<file path="config.mk">
export PLATFORM = sky130hd
export DESIGN_NAME = fpnew_hub_opgroup_arbiter
export DESIGN_NICKNAME = d
export VERILOG_FILES = /design/src/rtl/fpnew_pkg.sv /design/src/rtl/fpnew_hub_rr_arbiter.sv /design/src/rtl/fpnew_hub_opgroup_arbiter.sv
export SDC_FILE = /design/constraint.sdc
export NUM_CORES = 1
export LEC_CHECK = 0
export ABC_AREA = 0
export CAP_MARGIN = 20
export CORE_ASPECT_RATIO = 0.5
export CORE_MARGIN = 1
export CORE_UTILIZATION = 48
export CTS_CLUSTER_SIZE = 25
export DETAILED_ROUTE_END_ITERATION = 16
export DONT_BUFFER_PORTS = 1
export GPL_ROUTABILITY_DRIVEN = 0
export MAX_ROUTING_LAYER = met4
export PLACE_DENSITY = 0.68
export SLEW_MARGIN = 5
export SYNTH_ARGS = -nofsm -noshare
export SYNTH_HDL_FRONTEND = slang
export SYNTH_HIERARCHICAL = 1
export SYNTH_SLANG_ARGS = --single-unit
</file>
<file path="constraint.sdc">
create_clock -name clk_i -period 3 [get_ports clk_i]
set_clock_uncertainty 0.2 [all_clocks]
set_input_delay 0.15 -clock clk_i [delete_from_list [all_inputs] [get_ports clk_i]]
set_output_delay 0.15 -clock clk_i [all_outputs]
set_load 0.1 [all_outputs]
</file>
<file path="src/rtl/fpnew_pkg.sv">
// Shared FPU types: IEEE status flags and the round-robin pointer helper
// used by the HUB opgroup output arbiter.
package fpnew_pkg;

  typedef struct packed {
    logic nv;  // invalid operation
    logic dz;  // divide by zero
    logic of;  // overflow
    logic uf;  // underflow
    logic nx;  // inexact
  } status_t;

  // Modulo-num increment of a slice index; num-1 wraps to 0.
  function automatic int unsigned rr_next_idx(input int unsigned current,
                                              input int unsigned num);
    return (current + 32'd1 >= num) ? 32'd0 : current + 32'd1;
  endfunction

endpackage

</file>
<file path="src/rtl/fpnew_hub_rr_arbiter.sv">
// Combinational round-robin grant: first valid slice at or above the
// pointer, wrapping to the low indices when none is found there.
module fpnew_hub_rr_arbiter #(
  parameter int unsigned NumSlices = 2,
  parameter int unsigned IdxWidth  = 1
) (
  input  logic [NumSlices-1:0] i_valid,
  input  logic [IdxWidth-1:0]  i_rr,
  output logic [NumSlices-1:0] o_grant,
  output logic [IdxWidth-1:0]  o_idx,
  output logic                 o_any_valid
);

  logic w_found;

  always_comb begin
    // NOTE: every output gets a default before the search loops so no path
    // through the block leaves a value unassigned (which would infer a latch).
    w_found = 1'b0;
    o_grant = '0;
    o_idx   = '0;
    for (int unsigned i = 0; i < NumSlices; i++) begin
      if (!w_found && i >= 32'(i_rr) && i_valid[i]) begin
        o_grant[i] = 1'b1;
        o_idx      = IdxWidth'(i);
        w_found    = 1'b1;
      end
    end
    for (int unsigned i = 0; i < NumSlices; i++) begin
      if (!w_found && i < 32'(i_rr) && i_valid[i]) begin
        o_grant[i] = 1'b1;
        o_idx      = IdxWidth'(i);
        w_found    = 1'b1;
      end
    end
    o_any_valid = w_found;
  end

endmodule

</file>
<file path="src/rtl/fpnew_hub_opgroup_arbiter.sv">
// Round-robin merge of per-format HUB opgroup slice outputs into one
// full-throughput registered output stage with valid/ready handshake.
module fpnew_hub_opgroup_arbiter
  import fpnew_pkg::*;
#(
  parameter int unsigned NumSlices = 2,
  parameter int unsigned Width     = 32,
  parameter type         TagType   = logic,
  localparam int unsigned IdxWidth = (NumSlices > 1) ? $clog2(NumSlices) : 1
) (
  input  logic                             clk_i,
  input  logic                             rst_ni,
  input  logic [NumSlices-1:0][Width-1:0]  slice_result_i,
  input  status_t [NumSlices-1:0]          slice_status_i,
  input  logic [NumSlices-1:0]             slice_ext_bit_i,
  input  TagType [NumSlices-1:0]           slice_tag_i,
  input  logic [NumSlices-1:0]             slice_valid_i,
  output logic [NumSlices-1:0]             slice_ready_o,
  input  logic [NumSlices-1:0]             slice_busy_i,
  input  logic                             flush_i,
  output logic [Width-1:0]                 result_o,
  output status_t                          status_o,
  output logic                             extension_bit_o,
  output TagType                           tag_o,
  output logic [IdxWidth-1:0]              fmt_idx_o,
  output logic                             out_valid_o,
  input  logic                             out_ready_i,
  output logic                             busy_o
);

  logic                 r_out_valid;
  logic [Width-1:0]     r_result;
  status_t              r_status;
  logic                 r_ext;
  TagType               r_tag;
  logic [IdxWidth-1:0]  r_idx;
  logic [IdxWidth-1:0]  r_rr;

  logic [NumSlices-1:0] w_grant;
  logic [IdxWidth-1:0]  w_idx;
  logic                 w_any_valid;
  logic                 w_reg_ready;
  logic                 w_accept;

  fpnew_hub_rr_arbiter #(
    .NumSlices (NumSlices),
    .IdxWidth  (IdxWidth)
  ) u_rr_arbiter (
    .i_valid     (slice_valid_i),
    .i_rr        (r_rr),
    .o_grant     (w_grant),
    .o_idx       (w_idx),
    .o_any_valid (w_any_valid)
  );

  // The output stage can take new data when empty or draining this cycle.
  assign w_reg_ready   = ~r_out_valid | out_ready_i;
  assign w_accept      = w_any_valid & w_reg_ready & ~flush_i;
  assign slice_ready_o = w_grant & {NumSlices{w_reg_ready & ~flush_i}};

  // NOTE: sequential state uses non-blocking assignments so every register
  // samples pre-edge values regardless of block ordering.
  always_ff @(posedge clk_i or negedge rst_ni) begin
    if (!rst_ni) begin
      r_out_valid <= 1'b0;
    end else if (flush_i) begin
      r_out_valid <= 1'b0;
    end else if (w_accept) begin
      r_out_valid <= 1'b1;
    end else if (out_ready_i) begin
      r_out_valid <= 1'b0;
    end
  end

  // NOTE: the data registers are reset too, so a reset mid-stall leaves
  // all-zero outputs rather than the stale held result.
  always_ff @(posedge clk_i or negedge rst_ni) begin
    if (!rst_ni) begin
      r_result <= '0;
      r_status <= '0;
      r_ext    <= 1'b0;
      r_tag    <= '0;
      r_idx    <= '0;
      r_rr     <= '0;
    end else if (w_accept) begin
      r_result <= slice_result_i[w_idx];
      r_status <= slice_status_i[w_idx];
      r_ext    <= slice_ext_bit_i[w_idx];
      r_tag    <= slice_tag_i[w_idx];
      r_idx    <= w_idx;
      r_rr     <= IdxWidth'(rr_next_idx(32'(w_idx), NumSlices));
    end
  end

  assign result_o        = r_result;
  assign status_o        = r_status;
  assign extension_bit_o = r_ext;
  assign tag_o           = r_tag;
  assign fmt_idx_o       = r_idx;
  assign out_valid_o     = r_out_valid;
  assign busy_o          = r_out_valid | (|slice_busy_i) | (|slice_valid_i);

endmodule

</file>
Word-level counts from Yosys, hierarchy flattened
Cells that the tools add are included.
{"block": "word_totals", "register_bits": 42, "input_bits": 86, "out_inout_bits": 44, "word_cells": 52}
{"block": "op_classes", "n_addsub": 1, "order_cmp": 4, "muxes": 18, "bitwise_logic": 9, "n_reduce_logical": 9}
{"cell": "$mux 32", "n": 2}
{"cell": "$mux 1", "n": 14}
{"cell": "$mux 5", "n": 2}
{"cell": "$logic_and 1x1->1", "n": 4}
{"cell": "$reduce_or 2->1", "n": 2}
{"cell": "$and 1x1->1", "n": 3}
{"cell": "$or 1x1->1", "n": 3}
{"cell": "$reduce_bool 3->1", "n": 1}
{"cell": "$add 1x1->2 const B", "n": 1}
{"cell": "$and 2x2->2", "n": 1}
{"cell": "$ge 2x2->1 const B", "n": 1}
{"cell": "$logic_not 1->1", "n": 2}
{"cell": "$lt 1x2->1 const B", "n": 1}
{"cell": "$not 1->1", "n": 2}
{"cell": "$ge 1x1->1 const A", "n": 1}
{"cell": "$lt 1x1->1 const A", "n": 1}

Depth between registers and ports, before layout
{"block": "depth", "word_depth": 14, "ltp_mapped": 6, "depth_no_buf": 4}

Hierarchy
Netlist, hierarchy kept.
{"module": "fpnew_hub_opgroup_arbiter", "instances": 1, "cells_each": 142, "area_per_inst_um2": 2144.6, "seq_area_each_um2": 1051.0}
{"module": "fpnew_hub_rr_arbiter", "instances": 1, "cells_each": 5, "area_per_inst_um2": 32.5, "seq_area_each_um2": 0.0}

Worst setup path after synthesis
No wires, ideal clock.
{"block": "synth_path", "path_type": "register to output", "startpoint": "register r_out_valid (netlist: out_valid_o)", "endpoint": "output port slice_ready_o[0]", "arrival_time_ps": 1864, "path_slack_ps": 786, "path_stages_with_launch": 4, "path_cell_list": "dfrtp_1 > nor2b_4 > nor2_1 > and2_1"}
{"block": "synth_via", "elab_chain_cells": 4}
{"item": "start, declared", "line_no": "fpnew_hub_opgroup_arbiter.sv:31", "source": "logic r_out_valid;"}
{"item": "start signal, assigned", "line_no": "fpnew_hub_opgroup_arbiter.sv:65", "source": "r_out_valid <= 1'b0;"}
{"item": "start signal, assigned", "line_no": "fpnew_hub_opgroup_arbiter.sv:67", "source": "r_out_valid <= 1'b0;"}
{"item": "start signal, assigned", "line_no": "fpnew_hub_opgroup_arbiter.sv:69", "source": "r_out_valid <= 1'b1;"}
{"item": "$not 1->1", "line_no": "fpnew_hub_opgroup_arbiter.sv:57", "source": "assign w_reg_ready = ~r_out_valid | out_ready_i;"}
{"item": "$or 1x1->1", "line_no": "fpnew_hub_opgroup_arbiter.sv:57"}
{"item": "$and 1x1->1", "line_no": "fpnew_hub_opgroup_arbiter.sv:59", "source": "assign slice_ready_o = w_grant & {NumSlices{w_reg_ready & ~flush_i}};"}
{"item": "$and 2x2->2", "line_no": "fpnew_hub_opgroup_arbiter.sv:59"}
{"item": "end, declared", "line_no": "fpnew_hub_opgroup_arbiter.sv:18", "source": "output logic [NumSlices-1:0] slice_ready_o,"}
Every way passes these cells.

Final worst setup path
{"block": "layout_path", "startpoint": "register r_rr", "endpoint": "register r_result[18] (netlist: result_o[18])"}
{"block": "layout_via", "elab_chain_cells": 12}
{"item": "start, declared", "line_no": "fpnew_hub_opgroup_arbiter.sv:37", "source": "logic [IdxWidth-1:0] r_rr;"}
{"item": "start signal, assigned", "line_no": "fpnew_hub_opgroup_arbiter.sv:91", "source": "r_rr <= IdxWidth'(rr_next_idx(32'(w_idx), NumSlices));"}
{"item": "$ge 1x1->1", "line_no": "fpnew_hub_rr_arbiter.sv:23", "source": "if (!w_found && i >= 32'(i_rr) && i_valid[i]) begin"}
{"item": "$logic_and 1x1->1", "line_no": "fpnew_hub_rr_arbiter.sv:23"}
{"item": "$mux 1", "line_no": "fpnew_hub_rr_arbiter.sv:23"}
{"item": "$logic_not 1->1", "line_no": "fpnew_hub_rr_arbiter.sv:23"}
{"item": "$logic_and 1x1->1", "line_no": "fpnew_hub_rr_arbiter.sv:23"}
{"item": "$mux 1", "line_no": "fpnew_hub_rr_arbiter.sv:23"}
{"item": "$logic_not 1->1", "line_no": "fpnew_hub_rr_arbiter.sv:30", "source": "if (!w_found && i < 32'(i_rr) && i_valid[i]) begin"}
{"item": "$logic_and 1x1->1 (2 in a row)", "line_no": "fpnew_hub_rr_arbiter.sv:30"}
{"item": "$mux 1 *", "line_no": "fpnew_hub_rr_arbiter.sv:30"}
{"item": "named net w_idx", "line_no": "fpnew_hub_opgroup_arbiter.sv:40", "source": "logic [IdxWidth-1:0] w_idx;"}
{"item": "$mux 32 (not written as such) * (2 in a row)", "line_no": "fpnew_hub_opgroup_arbiter.sv:86", "source": "r_result <= slice_result_i[w_idx];"}
{"item": "end signal, assigned", "line_no": "fpnew_hub_opgroup_arbiter.sv:86"}
{"item": "end, declared", "line_no": "fpnew_hub_opgroup_arbiter.sv:32", "source": "logic [Width-1:0] r_result;"}
Mark *: on every way through the listed nets, which the timed path passes. The rest lies on a longest branch. The select of a mux whose other input is x is not followed.
A chain may end at the register's enable or synchronous reset.

==> impl_metrics.json <==
{
  "ys_ff_latch": 42,
  "place_area_um2": 2230,
  "avgViaCountPerCell": 5.32,
  "cts-buffers-inserted": 5,
  "htreeDepth": 2,
  "synth_most_common_cell": "mux2_2",
  "synth.net_count": 233,
  "cpMostUsedCell": "mux2_2",
  "ys_top_cells_by_area": "dfrtp_1 48%, mux2_2 37%, mux2_4 4.8%, buf_6 4.1%, a21boi_1 1.0%",
  "grt_pass1_vias": 1602,
  "synth_top_cell_area_share_pct": 48.3,
  "hold_viol_final": 0,
  "cts_max_path_buffers": 2,
  "vdd_ir_drop_max_uv": 502,
  "ys_types": 15,
  "grt_pass1_wl_um": 8180,
  "fin_nets": 321,
  "grt_max_degree": 43,
  "ant_nets": 0,
  "antenna_cells": 0,
  "totalWireLength_um": 5060,
  "tightest_slew_ns": 0.927,
  "fmaxAchievable_ghz": 0.379,
  "syn_area_per_cell_um2": 14.8,
  "startpoint_type": "flop",
  "relSlewSlack_pct": 38.2,
  "antenna_found_initial": 0,
  "crit_buf_inv": 3,
  "fin_crit_ns": 2.64,
  "clock-sinks": 42,
  "synth_edf_count": 0,
  "dp_hpwl_um": 2700,
  "first_pass_iters": 4,
  "overflow": 0,
  "die_area_um2": 4830,
  "dieHeight_um": 49.6,
  "p_per_area_nw_per_um2": 762,
  "synth_area_um2": 2180,
  "tns_ns": 0,
  "path_cells": "inv_1, a21boi_4, buf_12, mux2_2, dlygate4sd3_1, mux2_2",
  "cp_slowest_stage_delay_ns": 0.57,
  "drt_iter0_markers": 36,
  "io_pins": 130,
  "leakage_nw": 1.31,
  "drv_slew": 0,
  "worstSetupPathType": "reg2reg",
  "cpLargestDelayFamily": "buffers and inverters",
  "die_w_um": 97.2,
  "start_util_pct": 52.8,
  "async_flop_share_pct": 100,
  "core_area_um2": 4120,
  "synthFlopType": "dfrtp_1",
  "cts-root-buf": "clkbuf_8",
  "yosys-top-cells-count": "72 x mux2_2, 42 x dfrtp_1, 8 x buf_6",
  "yosysTopAreaCell": "dfrtp_1",
  "met1_usage_pct": 27.4,
  "cp.required_ns": 2.97,
  "cts_hold_buf": 83,
  "design_area_um2": 3140,
  "max-cap-violations": 0,
  "clock_latency_ns": 0.28,
  "use_met2_pct": 36.6,
  "dp.cells": 199,
  "worstPathArrival_ns": 2.60,
  "rsz0062_at_grt": "false",
  "drive_gt1_share_pct": 40.4,
  "drcViolationCount": 0,
  "min_period_over_period_pct": 87.9,
  "portBuffers": 0,
  "setup_viol": 0,
  "post_cts_buffers": 0,
  "outcome": "complete, no violations",
  "cts.repair.resized": 0,
  "whs_ns": 0.0295,
  "syn_to_final_growth_pct": 44.4,
  "min_path_type": "in2reg",
  "wl_per_cell_um": 17.5,
  "cts_tree": "done",
  "ys_seq_area_share_pct": 48.3,
  "crit_fanout": 30,
  "grt_busiest_layer": "met2",
  "grt_usage_pct": 22.5,
  "cp_slowest_cell": "dlygate4sd3_1",
  "clk_pin_slew_ns": 0.07,
  "globalRouteMet3Util_pct": 7.80,
  "total_power_mw": 2.40,
  "yosysWarnings": 6,
  "instances_no_fill": 289,
  "crit_path_end_kind": "flop",
  "num_rows": 16,
  "syn-instance-count": 147,
  "vias": 1537
}
logic make-up (layout without fill, tap and decap cells):
family	Yosys count	after routing	share of synthesized area [%]
and+or+nand+nor	11	11	3.45
AOI/OAI and AO/OA	3	3	1.03
buffers and inverters	11	99	4.71
muxes	80	80	42.5
DFF	42	42	48.3
registers in the layout, summed over array words and instances, names as in the netlist:
signal           flops
result_o            32
status_o             5
extension_bit_o      1
fmt_idx_o            1
out_valid_o          1
r_rr                 1
tag_o                1
final timing paths:
check / from / slack [ns] / endpoint / cells after the start
min in group asynchronous: rst_ni / 0.13 / result_o[15] / 2
max in group asynchronous: rst_ni / 2.27 / status_o[4] / 2
min reg2reg: r_rr / 0.34 / r_rr / 2
max: r_rr / 0.36 / result_o[18] / 6
min: slice_valid_i[1] / 0.03 / r_rr / 2
max reg2reg: r_rr / 0.36 / result_o[18] / 6
per-stage QoR:
stage / utilization [%] / worst slack [ns]
after global routing: 76.2 / 0.243
final: 76.2 / 0.363
after CTS: 76.2 / 0.377
after floorplan: - / 0.786
after global placement: 54.0 / 1.01
after detailed placement: 54.0 / 0.944
layout make-up:
type,instances,area [um^2]
Timing Repair Buffer,90,906
Inverter,2,7.51
Multi-Input combinational cell,94,1030
Tap cell,54,67.6
Fill cell,241,981
Clock buffer,7,76.3
Sequential cell,42,1050
cells in the final DEF, fill, tap and decap left out, types with 2 or more instances in the layout:
master | Yosys | final
buf_12 | 0 | 2
clkbuf_8 | 0 | 5
and2_1 | 2 | 2
buf_4 | 0 | 6
inv_1 | 2 | 2
clkbuf_1 | 0 | 2
dlygate4sd3_1 | 0 | 82
mux2_2 | 72 | 72
dfrtp_1 | 42 | 42
nor2_1 | 4 | 4
a21boi_1 | 3 | 2
mux2_4 | 7 | 7
per-layer routing:
layer  vias to the layer above  wire (um)
li1                        695          -
met1                       765       2200
met2                        75       2450
met3                         2        410
met4                         0          8
met5                         -          0
where the power goes:
part | total, mW | leakage (nW) | internal, mW | switching, mW
combinational | 0.437 | 0.780 | 0.289 | 0.147
sequential | 1.62 | 0.492 | 0.664 | 0.953
clock | 0.342 | 0.0383 | 0.161 | 0.181
total | 2.40 | 1.31 | 1.11 | 1.28
Power figures use the tool's default switching activity.
